<file path="src/rtl/regfile_scoreboard.sv">
// Parametrised register file with two async read ports, one sync write port,
// optional write-to-read bypass and a per-register busy scoreboard with popcount.
module regfile_scoreboard #(
  parameter int DATA_W   = 32,
  parameter int ADDR_W   = 5,
  parameter int ZERO_REG = 1,
  parameter int BYPASS   = 1
) (
  input  logic              clk,
  input  logic              reset,
  input  logic [ADDR_W-1:0] rd_addr1,
  output logic [DATA_W-1:0] rd_data1,
  output logic              rd_busy1,
  input  logic [ADDR_W-1:0] rd_addr2,
  output logic [DATA_W-1:0] rd_data2,
  output logic              rd_busy2,
  input  logic              wr_en,
  input  logic [ADDR_W-1:0] wr_addr,
  input  logic [DATA_W-1:0] wr_data,
  input  logic              rsv_en,
  input  logic [ADDR_W-1:0] rsv_addr,
  input  logic              flush,
  output logic [ADDR_W:0]   busy_cnt
);

  localparam int DEPTH = 1 << ADDR_W;
  localparam bit ZR    = (ZERO_REG != 0);
  localparam bit BP    = (BYPASS != 0);

  logic [DATA_W-1:0] regs_q [DEPTH];
  logic [DEPTH-1:0]  busy_q, busy_d;
  logic [ADDR_W:0]   busy_cnt_q, busy_cnt_d;
  logic              wr_ok, rsv_ok;

  function automatic logic [ADDR_W:0] popcount(input logic [DEPTH-1:0] v);
    logic [ADDR_W:0] c;
    c = '0;
    for (int i = 0; i < DEPTH; i++) begin
      c = c + {{ADDR_W{1'b0}}, v[i]};
    end
    return c;
  endfunction

  assign wr_ok  = wr_en  && !(ZR && (wr_addr  == '0));
  assign rsv_ok = rsv_en && !(ZR && (rsv_addr == '0));

  // Writeback clears first, then a same-cycle reserve re-arms: the newer producer wins.
  always_comb begin
    busy_d = busy_q;
    if (wr_ok) begin
      busy_d[wr_addr] = 1'b0;
    end
    if (flush) begin
      busy_d = '0;
    end else if (rsv_ok) begin
      busy_d[rsv_addr] = 1'b1;
    end
    busy_cnt_d = popcount(busy_d);
  end

  always_ff @(posedge clk or posedge reset) begin
    if (reset) begin
      busy_q     <= '0;
      busy_cnt_q <= '0;
      for (int i = 0; i < DEPTH; i++) begin
        regs_q[i] <= '0;
      end
    end else begin
      busy_q     <= busy_d;
      busy_cnt_q <= busy_cnt_d;
      if (wr_ok) begin
        regs_q[wr_addr] <= wr_data;
      end
    end
  end

  assign busy_cnt = busy_cnt_q;

  // Forwarding only covers the write's data and its busy clear; reservations show next cycle.
  always_comb begin
    rd_data1 = regs_q[rd_addr1];
    rd_busy1 = busy_q[rd_addr1];
    if (reset || (ZR && (rd_addr1 == '0))) begin
      rd_data1 = '0;
      rd_busy1 = 1'b0;
    end else if (BP && wr_ok && (wr_addr == rd_addr1)) begin
      rd_data1 = wr_data;
      if (!(rsv_en && (rsv_addr == rd_addr1))) begin
        rd_busy1 = 1'b0;
      end
    end
  end

  always_comb begin
    rd_data2 = regs_q[rd_addr2];
    rd_busy2 = busy_q[rd_addr2];
    if (reset || (ZR && (rd_addr2 == '0))) begin
      rd_data2 = '0;
      rd_busy2 = 1'b0;
    end else if (BP && wr_ok && (wr_addr == rd_addr2)) begin
      rd_data2 = wr_data;
      if (!(rsv_en && (rsv_addr == rd_addr2))) begin
        rd_busy2 = 1'b0;
      end
    end
  end

endmodule

</file>
<file path="config.mk">
export PLATFORM = sky130hd
export DESIGN_NAME = regfile_scoreboard
export DESIGN_NICKNAME = d
export VERILOG_FILES = /design/src/rtl/regfile_scoreboard.sv
export SDC_FILE = /design/constraint.sdc
export NUM_CORES = 2
export LEC_CHECK = 0
export CAP_MARGIN = 20
export CORE_MARGIN = 2
export CORE_UTILIZATION = 65
export DETAILED_ROUTE_END_ITERATION = 8
export PLACE_DENSITY = 0.83
export RECOVER_POWER = 25
export SYNTH_ARGS = -nofsm -noshare
export SYNTH_HDL_FRONTEND = slang
export SYNTH_SLANG_ARGS = --single-unit
export TNS_END_PERCENT = 100
</file>
<file path="constraint.sdc">
create_clock -name clk -period 163.8 [get_ports clk]
set_clock_uncertainty 0.2 [all_clocks]
set_input_delay 40.95 -clock clk [delete_from_list [all_inputs] [get_ports clk]]
set_output_delay 40.95 -clock clk [all_outputs]
set_load 0.02 [all_outputs]
</file>
-- Word-level counts from Yosys, hierarchy flattened
Cells that the tools add are included.
- bits in registers: 1062
- bits of input ports: 57
- word-level logic and storage cells: 132
- add/subtract/negate cells: 31
- order comparisons: 10
- equality and inequality tests: 4
- muxes and demuxes: 30
- bitwise gates (word level): 6
- reductions and logical operators: 17
- operators by type and width (kind ; count):
    $bwmux 1024 ; 1
    $mux 32 ; 12
    $bmux 32 s5 ; 2
    $demux 32 s5 ; 1
    $add 6x1->6 ; 26
    $and 32x32->32 ; 1
    $not 32->32 ; 1
    $or 32x32->32 ; 1
    $lt 5x6->1 const B ; 4
    $eq 5x5->1 ; 4
    $logic_not 5->1 ; 4
    $ge 6x6->1 const B ; 3
    $not 5->6 ; 3
    $bmux 1 s5 ; 2
    $demux 1 s5 ; 2
    $ge 5x1->1 const B ; 2
    $mux 1 ; 10
    $logic_and 1x1->1 ; 9
    $add 5x1->6 ; 1
    $lt 6x1->1 const B ; 1
    $add 4x1->5 ; 1
    $add 3x1->4 ; 1
    $add 2x1->3 ; 1
    $add 1x1->2 ; 1
    2 further kinds ; 4

-- Logic depth before layout (Yosys ltp)
- word-level depth: 41
- gate-level depth with buffers: 24
- gate-level depth less buffers: 21

-- Worst setup path after synthesis
OpenSTA, ideal clock, no wires.
- kind: input to output
- from: in reset
- to: out rd_data2[12]
- data arrival time: 67.453 ns
- required time: 122.650 ns
- path slack: 55.197 ns
- cell stages on the path: 5
- buffers on the path: 1
- path through: inv_1 -> o41ai_2 -> o21bai_1 -> clkbuf_1 -> o41ai_1
- longest elaborated chain between the ends: 2
- ends and longest elaborated chain (item ; line ; text):
    start: declaration ; 10 ; input logic reset,
    $logic_or 1x1->1 ; 97 ; if (reset || (ZR && (rd_addr2 == '0))) begin
    $mux 32 ; 97 ;
    end: declaration ; 15 ; output logic [DATA_W-1:0] rd_data2,
Every way passes these cells.

-- Final worst setup path
- from: in reset
- to: out rd_data2[8]
The elaborated chain is that of the path after synthesis.

==> metrics.cfg <==
[sta]
finalWorstPathRequiredPeriod_ns=88.93
final_max_slew_viol_count=584
maxClockFrequency_mhz=11.24
tightestPinTransition_ns=9.300
finalSetupViolations=0
setup_total_negative_slack_ns=0
rsz0062_at_grt=false
finalHoldWorstSlack_ns=0.1946
hold_viol_final=0
final.period_utilization=0.5429
slew_headroom=-5.200

[synthesis]
ys_dominant_reg_cell=sky130_fd_sc_hd__dfrtp_1
netlist-cell-type-count=60
synth-edff-count=0
postSynthNetCount=4416
yosys_register_bits=1062
most_instantiated_cells_after_synthesis=1,062 x sky130_fd_sc_hd__dfrtp_1, 1,016 x sky130_fd_sc_hd__mux2_2, 358 x sky130_fd_sc_hd__mux2i_1
postSynthCellCount=4328
synth.most_common_cell=sky130_fd_sc_hd__dfrtp_1
synth.avg_cell_area_um2=13.55
asyncSetResetFlopFracSynth=1.000
synth-seq-area-share=0.4531
synthTopCellsByArea=sky130_fd_sc_hd__dfrtp_1 45%, sky130_fd_sc_hd__mux2_2 20%, sky130_fd_sc_hd__mux4_2 13%, sky130_fd_sc_hd__mux2i_1 6.1%, sky130_fd_sc_hd__a22oi_1 1.9%
mappedNetlistArea_um2=58650
yosysWarningCount=0
synth_top_area_frac=0.4531
synth_top_cell_by_area=sky130_fd_sc_hd__dfrtp_1

[placed_design]
finalWeightedCongestion=0.9244
placed_instance_count=5271
port_buffers=128
placement.cell_area_um2=60440
detailedPlacementHpwl_mm=99.25

[route]
firstDrtPassIters=8
drt_wl_total_mm=179.0
route.detailed.drc=0
antenna_left=0
vias=40640
routed_via_density=7.411
detail_route.iter0.violations=5201
wire_per_inst_um=32.65

[worst_setup_path]
crit_path_end_kind=primary output
worstPathRequired_ns=122.65
reg2reg_depth=17
rrSetupSlack_ns=158.40
crit_start=reset
r2r_end=busy_cnt[4]
worst-endpoint-arrival_ns=47.78
endpoint=rd_data2[8]
timing.setup.critical_path_class=input pin to primary output
worst-path-max-fanout=92
critical_path.startpoint_type=input pin
r2r_start=busy_q[11]

[pwr]
pleak_nw=28.70
powerDensity_nw_per_um2=11.96
power.ir.vdd_worst_mv=0.008469

[min_path]
holdCritPathClass=flop to flop

[job]
timing.max_cap.violations=9

[run_status]
violations=max-capacitance violations, max-slew violations
run_status=complete, but fails checks

[floorplan]
dieWidth_um=304.4
num_io_pins=129
die_y_extent_um=304.4
die_area_um2=92650
core_area_um2=89740
placementRows=110
start_util=0.6536

[finish]
layoutNonFillerInstCount=5484
fill_cells=5717
area_growth_from_synthesis_to_final_layout_pct=9.781
final_layout_size_suffix_gt1_frac=0.4078
num-nets-final=4302
post-route-cell-area_um2=64390

[clocking]
path_clk_slew_ns=0.06
postCtsHoldBufs=0
cts.sinks=1062
cts_buffers=111
htree_num_levels=3
post-cts-setup-buffers=0
post_cts.resized_instances=0
worst_skew_pair.late_latency_ns=0.69
cts.path.max_buffers=3
clockRootBuffer=sky130_fd_sc_hd__clkbuf_16
tritoncts=yes

[global_routing]
grt_pass1_wl_mm=267.6
grt_pass1_vias=41790
globalRouteOverflowTotal=0
antenna_found_initial=7
largest_net_degree_at_the_start_of_global_routing=177
total_global_routing_track_utilization=0.3873

-- per-layer routing --
layer	GRT usage	part of all wire	up-vias
met5	0	0.00039	-
met4	0.2044	0.059	12
met3	0.1128	0.12	724
met2	0.5892	0.46	2661
met1	0.5086	0.37	21110
li1	-	-	16140
-- worst min-delay path by stage --
stage                       startpoint            to  slack, ns  cells past startpoint
after floorplan           regs_q[1000]  regs_q[1000]       0.24                      1
after global placement    regs_q[1012]  regs_q[1012]       0.18                      0
after detailed placement   regs_q[999]   regs_q[999]       0.18                      0
after CTS                 regs_q[1008]  regs_q[1008]       0.20                      0
after global routing      regs_q[1022]  regs_q[1022]       0.20                      0
final                      regs_q[994]   regs_q[994]       0.19                      0
-- area by class of cell --
cell class              count  area, µm²  share of cell area
diodes                      2      5.005          0.00007773
clock buffers             175       3503             0.05441
clock inverters            30      382.9            0.005946
inverters                  43      162.7            0.002526
multi-input cells        2745      29980              0.4656
flip-flops and latches   1062      26580              0.4127
well taps                1176       1471             0.02285
repair buffers            251       2310             0.03587
-- cell families (layout without fill, tap and decap cells) --
| kind of cell | after synthesis | after routing | share of synthesized area |
|---|---|---|---|
| other cells | 0 | 2 | 0 |
| simple gates | 401 | 401 | 0.03351 |
| compound gates | 536 | 536 | 0.06475 |
| buf+inv | 521 | 499 | 0.03964 |
| xor+xnor | 23 | 23 | 0.003435 |
| fa+ha+maj | 31 | 31 | 0.009685 |
| flops | 1062 | 1062 | 0.4531 |
| mux | 1754 | 1754 | 0.3959 |
-- where the power goes --
group	total, mW	internal [mW]	switching, mW
combinational	0.156	0.0885	0.0673
clock	0.266	0.159	0.108
sequential	0.348	0.311	0.0372
-- registers in the layout, summed over array words and instances (netlist names) --
name and count:
busy_cnt 6, regs_q 1024, busy_q 32
-- stage by stage --
step                worst slack (ns)    util  power [mW]
global route                   74.01  0.7175      0.7969
detailed placement             77.28  0.6735      0.5019
floorplan                      55.20       -      0.4597
CTS                            77.26  0.7168      0.7664
global placement               77.28  0.6735      0.4920
finish                         74.87  0.7175      0.7700
-- placed cells by master, fill, tap and decap left out, types with 12 or more instances in the layout --
master / instances
sky130_fd_sc_hd__a211oi_1: 12
sky130_fd_sc_hd__a21o_1: 19
sky130_fd_sc_hd__a21oi_1: 73
sky130_fd_sc_hd__a221oi_1: 44
sky130_fd_sc_hd__a22oi_1: 148
sky130_fd_sc_hd__a31oi_1: 26
sky130_fd_sc_hd__a32o_1: 26
sky130_fd_sc_hd__buf_4: 109
sky130_fd_sc_hd__clkbuf_1: 28
sky130_fd_sc_hd__clkbuf_16: 115
sky130_fd_sc_hd__clkbuf_8: 40
sky130_fd_sc_hd__clkdlybuf4s50_1: 108
sky130_fd_sc_hd__clkinv_2: 15
sky130_fd_sc_hd__dfrtp_1: 1062
sky130_fd_sc_hd__fa_1: 24
sky130_fd_sc_hd__inv_1: 41
sky130_fd_sc_hd__mux2_2: 1016
sky130_fd_sc_hd__mux2_4: 35
sky130_fd_sc_hd__mux2i_1: 358
sky130_fd_sc_hd__mux4_2: 336
sky130_fd_sc_hd__nand2_1: 164
sky130_fd_sc_hd__nand2_2: 15
sky130_fd_sc_hd__nand2b_1: 60
sky130_fd_sc_hd__nor2_1: 68
sky130_fd_sc_hd__nor2_4: 15
sky130_fd_sc_hd__o21ai_0: 39
sky130_fd_sc_hd__o22ai_1: 90
sky130_fd_sc_hd__o41ai_1: 31
sky130_fd_sc_hd__xnor2_1: 14
-- critical path, cell delays in order --
cell	delay [ns]
sky130_fd_sc_hd__dlygate4sd3_1	0.59
sky130_fd_sc_hd__clkinvlp_2	3.22
sky130_fd_sc_hd__o41ai_2	1.05
sky130_fd_sc_hd__o21bai_4	0.60
sky130_fd_sc_hd__buf_4	0.45
sky130_fd_sc_hd__o41ai_1	0.27
sky130_fd_sc_hd__clkdlybuf4s50_1	0.63
No activity file was read; power rests on OpenSTA's default activity.
